$ cat config.mk
export PLATFORM = sky130hd
export DESIGN_NAME = data_mem_sequencer_flat
export DESIGN_NICKNAME = d
export VERILOG_FILES = /design/src/rtl/data_mem_sequencer_pkg.sv /design/src/rtl/data_mem_sequencer_if.sv /design/src/rtl/data_mem_sequencer_load_align_ext.sv /design/src/rtl/data_mem_sequencer.sv /design/src/flat_wrapper.sv
export SDC_FILE = /design/constraint.sdc
export NUM_CORES = 1
export LEC_CHECK = 0
export CAP_MARGIN = 20
export CORE_ASPECT_RATIO = 0.5
export CORE_MARGIN = 2
export CORE_UTILIZATION = 50
export CTS_CLUSTER_SIZE = 14
export DETAILED_ROUTE_END_ITERATION = 8
export GPL_TIMING_DRIVEN = 0
export PLACE_DENSITY = 0.79
export SYNTH_ARGS = -nofsm -noshare
export SYNTH_HDL_FRONTEND = slang
export SYNTH_HIERARCHICAL = 1
export SYNTH_SLANG_ARGS = --single-unit
$ cat constraint.sdc
create_clock -name CLK -period 3.1 [get_ports CLK]
set_input_delay 0.62 -clock CLK [delete_from_list [all_inputs] [get_ports CLK]]
set_output_delay 0.62 -clock CLK [all_outputs]
set_load 0.01 [all_outputs]
$ cat src/rtl/data_mem_sequencer_pkg.sv
// Shared types and constants for the data-memory sequencer and its load aligner.
package data_mem_sequencer_pkg;

  // Load/store size encodings as decoded by the control unit.
  typedef enum logic [1:0] {
    LS_WORD    = 2'b00,
    LS_HALF    = 2'b01,
    LS_BYTE    = 2'b10,
    LS_ILLEGAL = 2'b11
  } load_size_e;

  // Sequencer states: IDLE -> BEAT0 -> (BEAT1) -> FIN -> IDLE.
  typedef enum logic [1:0] {
    ST_IDLE,
    ST_BEAT0,
    ST_BEAT1,
    ST_FIN
  } state_e;

  // Byte-lane masks for an access placed at lane 0.
  localparam logic [3:0] MASK_BYTE = 4'b0001;
  localparam logic [3:0] MASK_HALF = 4'b0011;
  localparam logic [3:0] MASK_WORD = 4'b1111;

  // Lane mask for a size; an illegal size enables no lanes.
  function automatic logic [3:0] size_mask(input load_size_e size);
    case (size)
      LS_WORD: return MASK_WORD;
      LS_HALF: return MASK_HALF;
      LS_BYTE: return MASK_BYTE;
      default: return 4'b0000;
    endcase
  endfunction

endpackage

$ cat src/rtl/data_mem_sequencer_if.sv
// Word-addressed req/ack data-memory bus with byte enables.
interface data_mem_sequencer_if #(
  parameter int AW = 32
);
  logic          bus_req;
  logic          bus_we;
  logic [AW-1:0] bus_addr;
  logic [3:0]    bus_be;
  logic [31:0]   bus_wdata;
  logic          bus_ack;
  logic [31:0]   bus_rdata;

  // The sequencer issues beats; the memory acknowledges them.
  modport master (
    output bus_req, bus_we, bus_addr, bus_be, bus_wdata,
    input  bus_ack, bus_rdata
  );

  modport slave (
    input  bus_req, bus_we, bus_addr, bus_be, bus_wdata,
    output bus_ack, bus_rdata
  );
endinterface

$ cat src/rtl/data_mem_sequencer_load_align_ext.sv
// Combines up to two bus words into the byte stream starting at the access
// address, then sign- or zero-extends the byte/half result.
module load_align_ext
  import data_mem_sequencer_pkg::*;
(
  input  logic [31:0] i_word0,
  input  logic [31:0] i_word1,
  input  logic [1:0]  i_offset,
  input  load_size_e  i_size,
  input  logic        i_unsigned,
  output logic [31:0] o_rdata
);

  logic [31:0] w_bytes;

  // Shift the two-word window down to the addressed byte and extend.
  always_comb begin
    // NOTE: every output of a combinational block gets a default first so no latch is inferred.
    o_rdata = '0;
    w_bytes = 32'({i_word1, i_word0} >> {i_offset, 3'b000});
    case (i_size)
      LS_WORD: o_rdata = w_bytes;
      LS_HALF: o_rdata = {{16{w_bytes[15] & ~i_unsigned}}, w_bytes[15:0]};
      LS_BYTE: o_rdata = {{24{w_bytes[7] & ~i_unsigned}}, w_bytes[7:0]};
      default: o_rdata = '0;
    endcase
  end

endmodule

$ cat src/rtl/data_mem_sequencer.sv
// Multi-cycle data-memory access controller: issues one or two bus beats per
// load/store, stalls the core meanwhile and reports completion or timeout.
module data_mem_sequencer
  import data_mem_sequencer_pkg::*;
#(
  parameter int TIMEOUT = 16,
  parameter int AW      = 32
) (
  input  logic          CLK,
  input  logic          rst,
  input  logic          i_start,
  input  logic          i_is_store,
  input  logic [1:0]    i_load_size,
  input  logic          i_load_unsigned,
  input  logic [AW-1:0] i_addr,
  input  logic [31:0]   i_wdata,
  output logic          o_stall,
  output logic          o_done,
  output logic          o_err,
  output logic [31:0]   o_rdata,
  data_mem_sequencer_if.master bus
);

  localparam int CW = (TIMEOUT > 1) ? $clog2(TIMEOUT) : 1;

  state_e        r_state;
  logic          r_is_store;
  logic          r_unsigned;
  load_size_e    r_size;
  logic [1:0]    r_offset;
  logic [3:0]    r_be_hi;
  logic [31:0]   r_wdata_hi;
  logic [31:0]   r_word0;
  logic [CW-1:0] r_cnt;
  logic          r_stall;
  logic          r_done;
  logic          r_err;
  logic [31:0]   r_rdata;
  logic          r_bus_req;
  logic          r_bus_we;
  logic [AW-1:0] r_bus_addr;
  logic [3:0]    r_bus_be;
  logic [31:0]   r_bus_wdata;

  load_size_e    w_size;
  logic [7:0]    w_be_wide;
  logic [63:0]   w_wdata_wide;
  logic          w_timeout;
  logic [31:0]   w_word0;
  logic [31:0]   w_load_data;

  // Place the request on byte lanes; bits above lane 3 belong to the second beat.
  always_comb begin
    w_size       = load_size_e'(i_load_size);
    w_be_wide    = {4'b0000, size_mask(w_size)} << i_addr[1:0];
    w_wdata_wide = {32'h0, i_wdata} << {i_addr[1:0], 3'b000};
  end

  // The beat counter expires after TIMEOUT unacknowledged cycles; 0 disables it.
  assign w_timeout = (TIMEOUT != 0) && (r_cnt == CW'(TIMEOUT - 1));

  // A single-beat load takes its word straight from the bus in the ack cycle.
  assign w_word0 = (r_state == ST_BEAT0) ? bus.bus_rdata : r_word0;

  load_align_ext u_load_align_ext (
    .i_word0    (w_word0),
    .i_word1    (bus.bus_rdata),
    .i_offset   (r_offset),
    .i_size     (r_size),
    .i_unsigned (r_unsigned),
    .o_rdata    (w_load_data)
  );

  // Access FSM with registered core and bus outputs.
  always_ff @(posedge CLK) begin
    // NOTE: state registers use non-blocking assignments so every register samples pre-edge values.
    if (rst) begin
      r_state     <= ST_IDLE;
      r_is_store  <= 1'b0;
      r_unsigned  <= 1'b0;
      r_size      <= LS_WORD;
      r_offset    <= 2'b00;
      r_be_hi     <= 4'b0000;
      r_wdata_hi  <= '0;
      r_word0     <= '0;
      r_cnt       <= '0;
      r_stall     <= 1'b0;
      r_done      <= 1'b0;
      r_err       <= 1'b0;
      r_rdata     <= '0;
      r_bus_req   <= 1'b0;
      r_bus_we    <= 1'b0;
      r_bus_addr  <= '0;
      r_bus_be    <= 4'b0000;
      r_bus_wdata <= '0;
    end else begin
      r_done <= 1'b0;
      case (r_state)
        ST_IDLE: begin
          if (i_start) begin
            r_is_store <= i_is_store;
            r_unsigned <= i_load_unsigned;
            r_size     <= w_size;
            r_offset   <= i_addr[1:0];
            r_be_hi    <= w_be_wide[7:4];
            r_wdata_hi <= w_wdata_wide[63:32];
            r_cnt      <= '0;
            if (w_size == LS_ILLEGAL) begin
              r_state <= ST_FIN;
              r_done  <= 1'b1;
              r_err   <= 1'b1;
            end else begin
              r_state     <= ST_BEAT0;
              r_stall     <= 1'b1;
              r_err       <= 1'b0;
              r_bus_req   <= 1'b1;
              r_bus_we    <= i_is_store;
              r_bus_addr  <= {i_addr[AW-1:2], 2'b00};
              r_bus_be    <= w_be_wide[3:0];
              r_bus_wdata <= w_wdata_wide[31:0];
            end
          end
        end
        ST_BEAT0, ST_BEAT1: begin
          if (bus.bus_ack) begin
            if ((r_state == ST_BEAT0) && (r_be_hi != 4'b0000)) begin
              r_state     <= ST_BEAT1;
              r_word0     <= bus.bus_rdata;
              r_cnt       <= '0;
              r_bus_addr  <= r_bus_addr + AW'(4);
              r_bus_be    <= r_be_hi;
              r_bus_wdata <= r_wdata_hi;
            end else begin
              r_state   <= ST_FIN;
              r_done    <= 1'b1;
              r_stall   <= 1'b0;
              r_bus_req <= 1'b0;
              r_bus_we  <= 1'b0;
              if (!r_is_store) r_rdata <= w_load_data;
            end
          end else if (w_timeout) begin
            r_state   <= ST_FIN;
            r_done    <= 1'b1;
            r_err     <= 1'b1;
            r_stall   <= 1'b0;
            r_bus_req <= 1'b0;
            r_bus_we  <= 1'b0;
          end else begin
            r_cnt <= r_cnt + 1'b1;
          end
        end
        ST_FIN: begin
          r_state <= ST_IDLE;
          r_err   <= 1'b0;
        end
        default: r_state <= ST_IDLE;
      endcase
    end
  end

  assign o_stall       = r_stall;
  assign o_done        = r_done;
  assign o_err         = r_err;
  assign o_rdata       = r_rdata;
  assign bus.bus_req   = r_bus_req;
  assign bus.bus_we    = r_bus_we;
  assign bus.bus_addr  = r_bus_addr;
  assign bus.bus_be    = r_bus_be;
  assign bus.bus_wdata = r_bus_wdata;

endmodule

$ cat src/flat_wrapper.sv
// flat-port wrapper written by rule: the top's interface ports become plain ports
module data_mem_sequencer_flat import data_mem_sequencer_pkg::*;
#(
  parameter int TIMEOUT = 16,
  parameter int AW      = 32
)
  (CLK, rst, i_start, i_is_store, i_load_size, i_load_unsigned, i_addr, i_wdata, o_stall, o_done, o_err, o_rdata, bus_bus_req, bus_bus_we, bus_bus_addr, bus_bus_be, bus_bus_wdata, bus_bus_ack, bus_bus_rdata);
  data_mem_sequencer_if #(.AW(AW)) bus_i ();
  input  logic CLK;
  input  logic rst;
  input  logic i_start;
  input  logic i_is_store;
  input  logic [1:0] i_load_size;
  input  logic i_load_unsigned;
  input  logic [AW-1:0] i_addr;
  input  logic [31:0] i_wdata;
  output logic o_stall;
  output logic o_done;
  output logic o_err;
  output logic [31:0] o_rdata;
  output wire logic [$bits(bus_i.bus_req)-1:0] bus_bus_req;
  output wire logic [$bits(bus_i.bus_we)-1:0] bus_bus_we;
  output wire logic [$bits(bus_i.bus_addr)-1:0] bus_bus_addr;
  output wire logic [$bits(bus_i.bus_be)-1:0] bus_bus_be;
  output wire logic [$bits(bus_i.bus_wdata)-1:0] bus_bus_wdata;
  input wire logic [$bits(bus_i.bus_ack)-1:0] bus_bus_ack;
  input wire logic [$bits(bus_i.bus_rdata)-1:0] bus_bus_rdata;
  assign bus_bus_req = bus_i.bus_req;
  assign bus_bus_we = bus_i.bus_we;
  assign bus_bus_addr = bus_i.bus_addr;
  assign bus_bus_be = bus_i.bus_be;
  assign bus_bus_wdata = bus_i.bus_wdata;
  assign bus_i.bus_ack = bus_bus_ack;
  assign bus_i.bus_rdata = bus_bus_rdata;
  data_mem_sequencer #(.TIMEOUT(TIMEOUT), .AW(AW)) u_core (.CLK(CLK), .rst(rst), .i_start(i_start), .i_is_store(i_is_store), .i_load_size(i_load_size), .i_load_unsigned(i_load_unsigned), .i_addr(i_addr), .i_wdata(i_wdata), .o_stall(o_stall), .o_done(o_done), .o_err(o_err), .o_rdata(o_rdata), .bus(bus_i));
endmodule
# --- After elaboration in Yosys (flattened, before gate mapping) ---
# Index checks and enable logic that the tools add are counted.
totals:
  mem_count: 0
  mem_bits_ro: 0
  output_inout_bits: 105
  ram_bits: 0
  wordCells: 109
  latch_bits: 0
  ff_bits: 184
  inputBits: 104
op_classes:
  div_mod_pow: 0
  mul: 0
  n_reduce_logical: 15
  magnitude_cmp: 0
  n_bitwise: 5
  eq_ne: 19
  n_shift: 3
  muxes: 48
  addsub: 2
op_table:
  columns: ["cell", "count"]
  rows:
  - ["32-bit two-way mux", 9]
  - ["32-bit case mux with 2 select lines", 2]
  - ["32-bit case mux with 3 select lines", 1]
  - ["32-bit by 5-bit left shift with 64-bit output", 1]
  - ["64-bit by 5-bit >> shifter with 32-bit output", 1]
  - ["32-bit by 3-bit adder with 32-bit output, second input constant", 1]
  - ["4-bit two-way mux", 8]
  - ["1-bit two-way mux", 16]
  - ["4-bit case mux with 2 select lines", 2]
  - ["4-bit case mux with 3 select lines", 1]
  - ["2-bit equality test, second input constant", 5]
  - ["5-bit AND reduction", 2]
  - ["2-bit two-way mux", 4]
  - ["2-bit != test, second input constant", 4]
  - ["4-bit AND reduction", 2]
  - ["4-bit by 2-bit left shift with 8-bit output", 1]
  - ["2-bit by 1-bit equality test with 1-bit output, second input constant", 3]
  - ["2-bit zero test", 3]
  - ["3-bit by 2-bit != test with 1-bit output, second input constant", 2]
  - ["3-bit != test, second input constant", 2]
  - ["1-bit case mux with 2 select lines", 3]
  - ["2-bit case mux with 3 select lines", 1]
  - ["3-bit AND reduction", 2]
  - ["4-bit by 1-bit adder with 4-bit output, second input constant", 1]
  - ["other kinds (10)", 15]

# --- Logic depth before layout (Yosys ltp) ---
# Gate-level depths: netlist of the first run.
depth:
  ltp_word: 6
  depth_mapped: 11
  depth_no_buf: 8

# --- Modules after synthesis ---
# The synthesis of the first run kept the hierarchy.
by_module_without_submodules:
  columns: ["module", "area_per_inst_um2", "instances", "seq_area_each_um2", "cells_per_inst"]
  rows:
  - ["data_mem_sequencer", 8249.2, 1, 3463.3, 1022]
  - ["load_align_ext", 1212.4, 1, 0.0, 136]

# --- Worst setup path before layout of the first run ---
# No wires, ideal clock.
synth_path:
  path_kind: "flip-flop to flip-flop"
  start: "reg u_core.r_state[1]"
  end: "reg u_core.r_rdata[22] (netlist: u_core/o_rdata[22])"
  path_slack_ns: 0.536
  path_buffers: 3
  stages_incl_launch_ff: 12
  arrival_time_ns: 2.432
  synth_period_minus_slack_ns: 2.564
  path_cell_list: "dfxtp_1 -> inv_1 -> ha_1 -> buf_2 -> buf_1 -> mux2_2 -> mux2_4 -> a32oi_2 -> buf_4 -> o211ai_1 -> nand2_1 -> a21oi_1"
synth_between:
  elab_chain_len: 5
synth_rtl:
  columns: ["item", "line_no", "source"]
  rows:
  - ["from (decl)", "data_mem_sequencer.sv:26", "state_e r_state;"]
  - ["from (signal assigned)", "data_mem_sequencer.sv:78", "r_state <= ST_IDLE;"]
  - ["from (signal assigned)", "data_mem_sequencer.sv:109", "r_state <= ST_FIN;"]
  - ["from (signal assigned)", "data_mem_sequencer.sv:113", "r_state <= ST_BEAT0;"]
  - ["2-bit by 1-bit equality test with 1-bit output *", "data_mem_sequencer.sv:63", "assign w_word0 = (r_state == ST_BEAT0) ? bus.bus_rdata : r_word0;"]
  - ["32-bit two-way mux *", "data_mem_sequencer.sv:63", null]
  - ["net u_core.w_word0[23]", "data_mem_sequencer.sv:49", "logic [31:0] w_word0;"]
  - ["64-bit by 5-bit >> shifter with 32-bit output *", "data_mem_sequencer_load_align_ext.sv:20", "w_bytes = 32'({i_word1, i_word0} >> {i_offset, 3'b000});"]
  - ["1-bit AND (on tied branches)", "data_mem_sequencer_load_align_ext.sv:24, data_mem_sequencer_load_align_ext.sv:23", null]
  - ["32-bit case mux with 3 select lines *", "data_mem_sequencer_load_align_ext.sv:21", "case (i_size)"]
  - ["net u_core.w_load_data[22]", "data_mem_sequencer.sv:50", "logic [31:0] w_load_data;"]
  - ["to (signal assigned)", "data_mem_sequencer.sv:139", "if (!r_is_store) r_rdata <= w_load_data;"]
  - ["to (decl)", "data_mem_sequencer.sv:38", "logic [31:0] r_rdata;"]
# The timed path passes the listed nets; every way through them passes the cells marked *.
# A chain may end at the register's enable or synchronous reset.

# --- Worst setup path in the final report of the first run ---
layout_path:
  start: "reg u_core.r_state[1]"
  end: "reg u_core.r_rdata[27] (netlist: u_core/o_rdata[27])"
# Same word-level chain as after synthesis.

==> flow_metrics.py, run 1 <==
metrics = {
    "run_status": {
        "status": "completed",
    },
    "setup_path": {
        "crit_fanout": 10,
        "start_kind": "register",
        "crit_buf_inv": 4,
        "path_cells": "inv_1 > ha_1 > buf_2 > clkbuf_2 > mux2_2 > mux2_4 > a32oi_2 > buf_4 > o211ai_1 > nand2_1 > a21oi_1",
        "required_ns": 3.39,
        "cpMaxStageDelayCell": "mux2_2",
        "cpLargestDelayFamily": "buffers and inverters",
        "cpPeakStageDelay_ns": 0.41,
        "criticalPathCategory": "reg2reg",
        "critPathArrivalTime_ns": 3.23,
        "end_kind": "register",
    },
    "sta": {
        "setup_viol": 0,
        "rsz0062_at_grt": "false",
        "finClkSkew_ns": 0.0136,
        "worst_slew_pin_slew_ns": 1.05,
        "setup_tns_ns": 0,
        "hold_viol": 0,
        "setup_ws_ns": 0.163,
        "slew_headroom_pct": 30.0,
        "maxSlewViolCount": 0,
        "min_period_over_period_pct": 94.7,
        "fmax_ghz": 0.341,
        "period_needed_ns": 2.94,
    },
    "routing": {
        "drc_errors": 0,
        "drtIter0Drc": 964,
        "drt-total-wl_microns": 34700,
        "firstDrtPassIters": 5,
        "num_vias": 10220,
        "ant_nets": 0,
        "wl_per_cell_microns": 21.0,
        "vias_per_cell": 6.18,
    },
    "floorplan": {
        "rows": 35,
        "dieArea_sq_um": 20100,
        "die_h_microns": 101,
        "coreArea_sq_um": 18500,
        "die-width_microns": 199,
        "start_util_pct": 51.2,
        "num_io_pins": 209,
    },
    "flow_run": {
        "drv_cap": 0,
    },
    "clocking": {
        "cts_tree": "yes",
        "cts_sinks": 173,
        "cts_buffers": 17,
        "clk_latency_ns": 0.43,
        "htreeDepth": 4,
        "ctsHoldBuffers": 0,
        "clockBufferDepth": 2,
        "cts-root-buf": "clkbuf_16",
        "clk_pin_slew_worst_paths_ns": 0.07,
    },
    "placed_design": {
        "dp_hpwl_microns": 25700,
        "place.port_buffers": 204,
        "routabilityCongestion": 0.979,
        "dp_slack_ns": 0.0396,
    },
    "synth": {
        "ys_ff_latch": 173,
        "synth_ff_type": "dfxtp_1",
        "yosys-top-cells-area": "dfxtp_1 37%, a21oi_1 7.2%, mux2_2 7.0%, nand2_1 7.0%, mux2i_1 3.6%",
        "synth_warnings": 6,
        "syn_inst": 1158,
        "async_reset_ff_share_pct": 0,
        "synth_edf_count": 0,
        "ys_seq_area_share_pct": 36.6,
        "netlist.area_leader.share_pct": 36.6,
        "synth_cell_type_count": 72,
        "yosys.area.top_type": "dfxtp_1",
        "synth.cell_area_sq_um": 9460,
        "syn_avg_cell_area_sq_um": 8.17,
    },
    "global_route": {
        "antenna_found_initial": 0,
        "grt_use_total_pct": 34.3,
        "grt_overflow": 0,
        "grt_pass1_vias": 9816,
        "grt_pass1_wl_microns": 53000,
        "grt_max_degree": 17,
    },
    "min_path": {
        "min_path_type": "reg2reg",
    },
    "power": {
        "peakVddDrop_v": 0.000539,
        "p_per_area_nw_per_um2": 873,
        "leakage_uw": 0.00439,
    },
    "cells_and_area": {
        "area_growth_pct": 32.0,
        "antenna_cells": 0,
        "drive_gt1_share_pct": 10.6,
        "layout.cells.most_common_list": "204 x clkdlybuf4s50_1, 176 x nand2_1, 173 x dfxtp_1",
        "final_common_cell": "clkdlybuf4s50_1",
        "nNetsFinal": 1493,
    },
}
## report_power, final
group          switching [uW]  internal [uW]
logic                    3270           2160
registers                 420           2690
clock network             969           1390
total                    4660           6240
## sequential cells by signal (all words and copies together), names as in the netlist, 2 cells and up
signal,cells
u_core/bus.bus_wdata,32
u_core/o_rdata,32
u_core/r_word0,32
u_core/bus.bus_addr,30
u_core/r_wdata_hi,24
u_core/bus.bus_be,4
u_core/r_cnt,4
u_core/r_be_hi,3
u_core/r_offset,2
u_core/r_size,2
u_core/r_state,2
## stage by stage
stage	util, %	total power [uW]	hold WS [ns]	cells	cell area (sq um)
after floorplan	-	6180	0.434	1159	9470
after global placement	64.0	8240	0.439	1622	11800
after detailed placement	64.0	8350	0.448	1622	11800
after CTS	67.5	10700	0.457	1654	12500
after global routing	67.6	11400	0.471	1654	12500
final	67.6	10900	0.458	1654	12500
## layout make-up
class,count,area (sq um)
Multi-Input combinational cell,863,5460
Timing Repair Buffer,204,2040
Fill cell,1586,5990
Clock inverter,13,200
Inverter,19,71.3
Tap cell,259,324
Clock buffer,19,443
Buffer,104,485
Sequential cell,173,3460
## Yosys cell counts, types with 8 or more instances
cell type,n
nand4_1,10
o31ai_1,10
nor3_1,43
and3_1,13
nor2_1,85
mux2i_1,34
nand3_1,16
inv_1,17
nor2b_1,31
nand2_1,176
a211oi_1,22
mux2_2,59
o211ai_1,24
a22oi_1,21
dfxtp_1,173
a221oi_1,19
buf_2,14
clkbuf_1,68
mux4_2,8
buf_4,9
o21ai_0,31
buf_1,8
a21oi_1,137
## layer usage
metal,track usage [%],vias up,wire (microns)
met4,14.1,0,1140
met2,56.1,620,15800
met1,44.0,4840,14400
met3,8.16,115,3400
li1,-,4645,-
met5,0,-,0
## worst min-delay path, delay by kind of cell, from the launching register on
family / cells / cell delay [ns]
AOI/OAI and AO/OA: 1 / 0.05
DFF: 1 / 0.31
and+or+nand+nor: 1 / 0.05
## cell families after synthesis
group                    Yosys count  share of synthesized area, %
AO/OA/AOI/OAI                    326                          22.3
AND/OR/NAND/NOR                  420                          21.0
flip-flops                       173                          36.6
adder cells (fa/ha/maj)            7                         0.926
buffers and inverters            123                          5.82
multiplexers                     105                          13.0
other                              1                        0.0396
XOR/XNOR                           3                         0.278
## what timing repair did
item | CTS | global route
setup endpoints to repair | 0 | 35
buffers inserted | 0 | 0
gates resized for setup | 0 | 8
## path summary, 6_finish.rpt
kind / end / from / cells past startpoint / slack (ns)
setup / recovery: u_core/o_rdata[27] / u_core/r_state[1] / 11 / 0.16
hold / removal: u_core/r_word0[12] / u_core/r_word0[12] / 2 / 0.46
setup reg to reg: u_core/o_rdata[27] / u_core/r_state[1] / 11 / 0.16
hold reg to reg: u_core/r_word0[12] / u_core/r_word0[12] / 2 / 0.46
Power figures use the tool's default switching activity.
==> inputs of run 2 (changes only) <==
--- a/config.mk
+++ b/config.mk
@@ -6,7 +6,6 @@
 export NUM_CORES = 1
 export LEC_CHECK = 0
 export CAP_MARGIN = 20
-export CORE_ASPECT_RATIO = 0.5
 export CORE_MARGIN = 2
 export CORE_UTILIZATION = 50
 export CTS_CLUSTER_SIZE = 14
==> flow_metrics.py, run 2 (synthesized netlist as in run 1, its figures left out) <==
metrics = {
    "run_status": {
        "status": "completed",
    },
    "setup_path": {
        "criticalPathCategory": "reg2reg",
        "end_kind": "register",
        "crit_fanout": 10,
        "critPathArrivalTime_ns": 3.30,
        "rr_endpoint": "u_core/o_done",
        "start_kind": "register",
        "rrSetupSlack_ns": 0.13,
        "r2r_cells": 7,
        "worstReg2RegStart": "u_core/r_state[0]",
        "required_ns": 3.43,
    },
    "power": {
        "peakVddDrop_v": 0.000443,
        "total_power_uw": 10800,
        "leakage_uw": 0.00435,
        "p_per_area_nw_per_um2": 867,
    },
    "placed_design": {
        "dp_hpwl_microns": 25200,
        "routabilityCongestion": 0.959,
        "place.port_buffers": 204,
    },
    "min_path": {
        "min_path_type": "reg2reg",
        "hold_depth": 2,
        "hold_start": "u_core/r_word0[30]",
        "min_to": "u_core/r_word0[30]",
    },
    "global_route": {
        "grt_use_total_pct": 33.6,
        "grt_pass1_vias": 9646,
        "grt_max_degree": 17,
        "grt_overflow": 0,
        "grt_pass1_wl_microns": 52400,
        "antenna_found_initial": 1,
    },
    "flow_run": {
        "drv_cap": 0,
    },
    "floorplan": {
        "num_io_pins": 209,
        "rows": 50,
        "start_util_pct": 50.8,
        "die-width_microns": 142,
        "dieArea_sq_um": 20000,
        "coreArea_sq_um": 18600,
        "die_h_microns": 142,
    },
    "clocking": {
        "cts_buffers": 17,
        "post-cts-setup-buffer-count": 0,
        "clk_latency_ns": 0.44,
        "htreeDepth": 4,
        "cts-root-buf": "clkbuf_16",
        "cts_tree": "yes",
        "clk_pin_slew_worst_paths_ns": 0.07,
        "clockBufferDepth": 2,
        "cts_sinks": 173,
    },
    "sta": {
        "maxSlewViolCount": 0,
        "slew_headroom_pct": 22.2,
        "setup_viol": 0,
        "period_needed_ns": 2.97,
        "setup_tns_ns": 0,
        "finClkSkew_ns": 0.0109,
        "rsz0062_at_grt": "false",
        "hold_viol": 0,
        "fmax_ghz": 0.337,
        "holdWs_ns": 0.453,
        "min_period_over_period_pct": 95.8,
        "worst_slew_pin_slew_ns": 1.16,
    },
    "cells_and_area": {
        "drive_gt1_share_pct": 10.4,
        "area_growth_pct": 31.1,
        "final_common_cell": "clkdlybuf4s50_1",
        "layout.cells.most_common_list": "204 x clkdlybuf4s50_1, 176 x nand2_1, 173 x dfxtp_1",
        "nNetsFinal": 1493,
        "antenna_cells": 0,
    },
    "routing": {
        "num_vias": 10214,
        "vias_per_cell": 6.27,
        "drc_errors": 0,
        "drt-total-wl_microns": 34500,
        "drtIter0Drc": 1154,
        "wl_per_cell_microns": 21.2,
        "firstDrtPassIters": 6,
        "ant_nets": 0,
    },
}
[run 2: cell types whose count changed in the layout (fill, tap and decap cells not counted), sizes merged]
| cell | before | now |
|---|---|---|
| bufinv | 4 | 2 |
| inv | 24 | 23 |
| clkinvlp | 1 | 2 |
| clkinv | 3 | 5 |
[run 2: worst max path at each step]
stage	from	slack, ns	to
3_3_place_gp	i_start	-0.13	u_core/bus.bus_wdata[11]
2_1_floorplan	u_core/r_state[1]	0.54	u_core/o_rdata[22]
6_report	u_core/r_state[0]	0.13	u_core/o_done
4_1_cts	u_core/r_state[1]	0.04	u_core/o_rdata[15]
5_1_grt	u_core/r_state[0]	0.01	u_core/o_done
3_5_place_dp	i_start	-0.16	u_core/bus.bus_wdata[11]
[run 2: through the flow]
step	setup slack (ns)	cell area [sq um]	utilization, %	instances
after floorplan	0.536	9470	-	1159
after global placement	-0.125	11800	63.3	1597
after detailed placement	-0.159	11800	63.3	1597
after CTS	0.0394	12400	66.5	1629
after global routing	0.0119	12400	66.5	1629
final	0.131	12400	66.5	1629
[run 2: area by class of cell]
type,instances,area (sq um)
Tap cell,234,293
Buffer,104,483
Clock buffer,19,443
Inverter,19,71.3
Timing Repair Buffer,204,2040
Multi-Input combinational cell,863,5450
Sequential cell,173,3460
Fill cell,1628,6240
Clock inverter,13,156
[run 2: power breakdown]
group | switching [uW] | internal (uW) | total (uW)
clock network | 991 | 1230 | 2220
logic | 3280 | 2150 | 5430
registers | 415 | 2690 | 3110
[run 2: repair_timing]
| item | CTS | global route |
|---|---|---|
| resized for setup | 0 | 3 |
| hold endpoints to repair | 0 | 0 |
| endpoints found under the setup margin | 0 | 18 |
| hold buffers | 0 | 0 |
[run 2: critical path, stage by stage, from the launching register on]
cell      delay, ns
dfxtp_1        0.42
inv_1          0.09
ha_1           0.33
clkbuf_1       0.41
clkbuf_1       0.58
buf_1          0.58
a22oi_1        0.19
nor3_1         0.26
[run 2: metal layers]
metal / vias up / track usage (%) / wire [microns]
met5: - / 0 / 0
met4: 0 / 15.2 / 1420
met3: 129 / 8.23 / 3840
met2: 679 / 52.9 / 15600
met1: 4774 / 43.6 / 13600
li1: 4632 / - / -
==> inputs of run 3 (changes only) <==
--- a/config.mk
+++ b/config.mk
@@ -6,6 +6,7 @@
 export NUM_CORES = 1
 export LEC_CHECK = 0
 export CAP_MARGIN = 20
+export CORE_ASPECT_RATIO = 0.9
 export CORE_MARGIN = 2
 export CORE_UTILIZATION = 50
 export CTS_CLUSTER_SIZE = 14
==> flow_metrics.py, run 3 (synthesized netlist as in run 1, its figures left out) <==
metrics = {
    "sta": {
        "setup_ws_ns": 0.143,
        "maxSlewViolCount": 0,
        "worst_slew_pin_slew_ns": 1.08,
        "hold_viol": 0,
        "period_needed_ns": 2.96,
        "finClkSkew_ns": 0.0133,
        "setup_tns_ns": 0,
        "setup_viol": 0,
        "slew_headroom_pct": 27.4,
        "fmax_ghz": 0.338,
        "min_period_over_period_pct": 95.4,
        "rsz0062_at_grt": "false",
    },
    "routing": {
        "vias_per_cell": 6.11,
        "firstDrtPassIters": 6,
        "drc_errors": 0,
        "ant_nets": 0,
        "drtIter0Drc": 1240,
        "num_vias": 10017,
        "wl_per_cell_microns": 20.5,
        "drt-total-wl_microns": 33600,
    },
    "clocking": {
        "htreeDepth": 4,
        "cts_sinks": 173,
        "clk_latency_ns": 0.45,
        "cts_tree": "yes",
        "cts-root-buf": "clkbuf_16",
        "post-cts-setup-buffer-count": 0,
        "clk_pin_slew_worst_paths_ns": 0.07,
        "cts_buffers": 17,
        "clockBufferDepth": 2,
    },
    "setup_path": {
        "crit_end": "u_core/o_rdata[9]",
        "end_kind": "register",
        "criticalPathCategory": "reg2reg",
        "path_cells": "inv_1 > ha_1 > buf_2 > clkbuf_2 > mux2_2 > mux4_2 > nand4_1 > o31ai_1 > nand2_1 > a21oi_1",
        "crit_path_start": "u_core/r_state[1]",
        "cpMaxStageDelayCell": "mux4_2",
        "required_ns": 3.40,
        "critPathArrivalTime_ns": 3.26,
        "worstReg2RegStart": "u_core/r_state[1]",
        "rr_endpoint": "u_core/o_rdata[9]",
        "start_kind": "register",
        "rrSetupSlack_ns": 0.14,
        "r2r_cells": 10,
        "crit_fanout": 10,
        "cpPeakStageDelay_ns": 0.53,
    },
    "global_route": {
        "grt_pass1_vias": 9534,
        "grt_pass1_wl_microns": 51400,
        "grt_use_total_pct": 33.0,
        "grt_overflow": 0,
        "antenna_found_initial": 0,
        "grt_max_degree": 17,
    },
    "cells_and_area": {
        "area_growth_pct": 31.1,
        "regArea_sq_um": 3460,
        "multi_input_area_sq_um": 5460,
        "nNetsFinal": 1493,
        "layout.cells.most_common_list": "204 x clkdlybuf4s50_1, 176 x nand2_1, 173 x dfxtp_1",
        "post-route-cell-area_sq_um": 12400,
        "drive_gt1_share_pct": 10.5,
        "n_fill_cell": 1550,
        "antenna_cells": 0,
        "final_common_cell": "clkdlybuf4s50_1",
    },
    "floorplan": {
        "dieArea_sq_um": 20000,
        "num_io_pins": 209,
        "die_h_microns": 135,
        "coreArea_sq_um": 18500,
        "start_util_pct": 51.2,
        "die-width_microns": 149,
        "rows": 47,
    },
    "power": {
        "p_per_area_nw_per_um2": 859,
        "total_power_uw": 10700,
        "leakage_uw": 0.00436,
        "peakVddDrop_v": 0.000608,
    },
    "flow_run": {
        "drv_cap": 0,
    },
    "placed_design": {
        "place.port_buffers": 204,
        "dp_hpwl_microns": 24500,
        "place_area_sq_um": 11800,
        "routabilityCongestion": 0.969,
        "dp_slack_ns": -0.0595,
    },
    "run_status": {
        "status": "completed",
    },
    "min_path": {
        "min_path_type": "reg2reg",
    },
}
==> run 3: cell types whose count changed in the layout (fill, tap and decap cells not counted), sizes merged <==
| cell | previous run | this run |
|---|---|---|
| inv | 23 | 26 |
| buf | 33 | 35 |
| clkbuf | 90 | 88 |
| bufinv | 2 | 1 |
| clkinv | 5 | 4 |
| clkinvlp | 2 | 1 |
==> run 3: through the flow <==
stage	hold WS, ns	util (%)	cells
3_5_place_dp	0.445	64.0	1608
2_1_floorplan	0.434	-	1159
3_3_place_gp	0.440	64.0	1608
4_1_cts	0.454	67.1	1640
5_1_grt	0.474	67.2	1640
6_report	0.451	67.2	1640
==> run 3: critical path: cells and delay by family, from the launching register on <==
| kind | cells | cell delay [ns] |
|---|---|---|
| DFF | 1 | 0.33 |
| buffers and inverters | 3 | 0.63 |
| adders and majority gates | 1 | 0.15 |
| AOI/OAI and AO/OA | 2 | 0.31 |
| and+or+nand+nor | 2 | 0.46 |
| muxes | 2 | 0.95 |
==> run 3: metal layers <==
| metal | share of wire (%) | routed length, microns | up-vias | global-route usage, % |
|---|---|---|---|---|
| met4 | 3.1 | 1060 | 0 | 13.5 |
| li1 | - | - | 4628 | - |
| met2 | 43 | 14500 | 604 | 48.6 |
| met3 | 12 | 3910 | 94 | 8.11 |
| met5 | 0 | 0 | - | 0 |
| met1 | 42 | 14100 | 4691 | 46.3 |
==> run 3: worst min path at each step <==
| stage | from | end | slack (ns) | cells after the start |
|---|---|---|---|---|
| floorplan | u_core/r_word0[0] | u_core/r_word0[0] | 0.43 | 2 |
| global placement | u_core/r_word0[14] | u_core/r_word0[14] | 0.44 | 2 |
| detailed placement | u_core/bus.bus_be[3] | u_core/bus.bus_be[3] | 0.45 | 2 |
| CTS | u_core/bus.bus_be[3] | u_core/bus.bus_be[3] | 0.45 | 2 |
| global route | u_core/o_rdata[10] | u_core/o_rdata[10] | 0.47 | 2 |
| finish | u_core/bus.bus_be[3] | u_core/bus.bus_be[3] | 0.45 | 2 |
==> run 3: power by group <==
part / switching (uW) / internal (uW) / total, uW
logic: 3240 / 2150 / 5390
clock network: 987 / 1170 / 2160
registers: 414 / 2690 / 3100
==> run 3: layout make-up <==
type                    instances  share of cell area [%]
plain buffers                 104                    3.89
clock buffers                  19                    3.65
clock inverters                13                    1.03
inverters                      19                   0.575
multi-input cells             863                    44.0
flip-flops and latches        173                    27.9
well taps                     245                    2.47
repair buffers                204                    16.5
==> run 3: timing repair <==
item	4_1_cts	5_1_grt
hold buffers	0	0
gates resized for setup	2	2
setup endpoints to repair	1	31
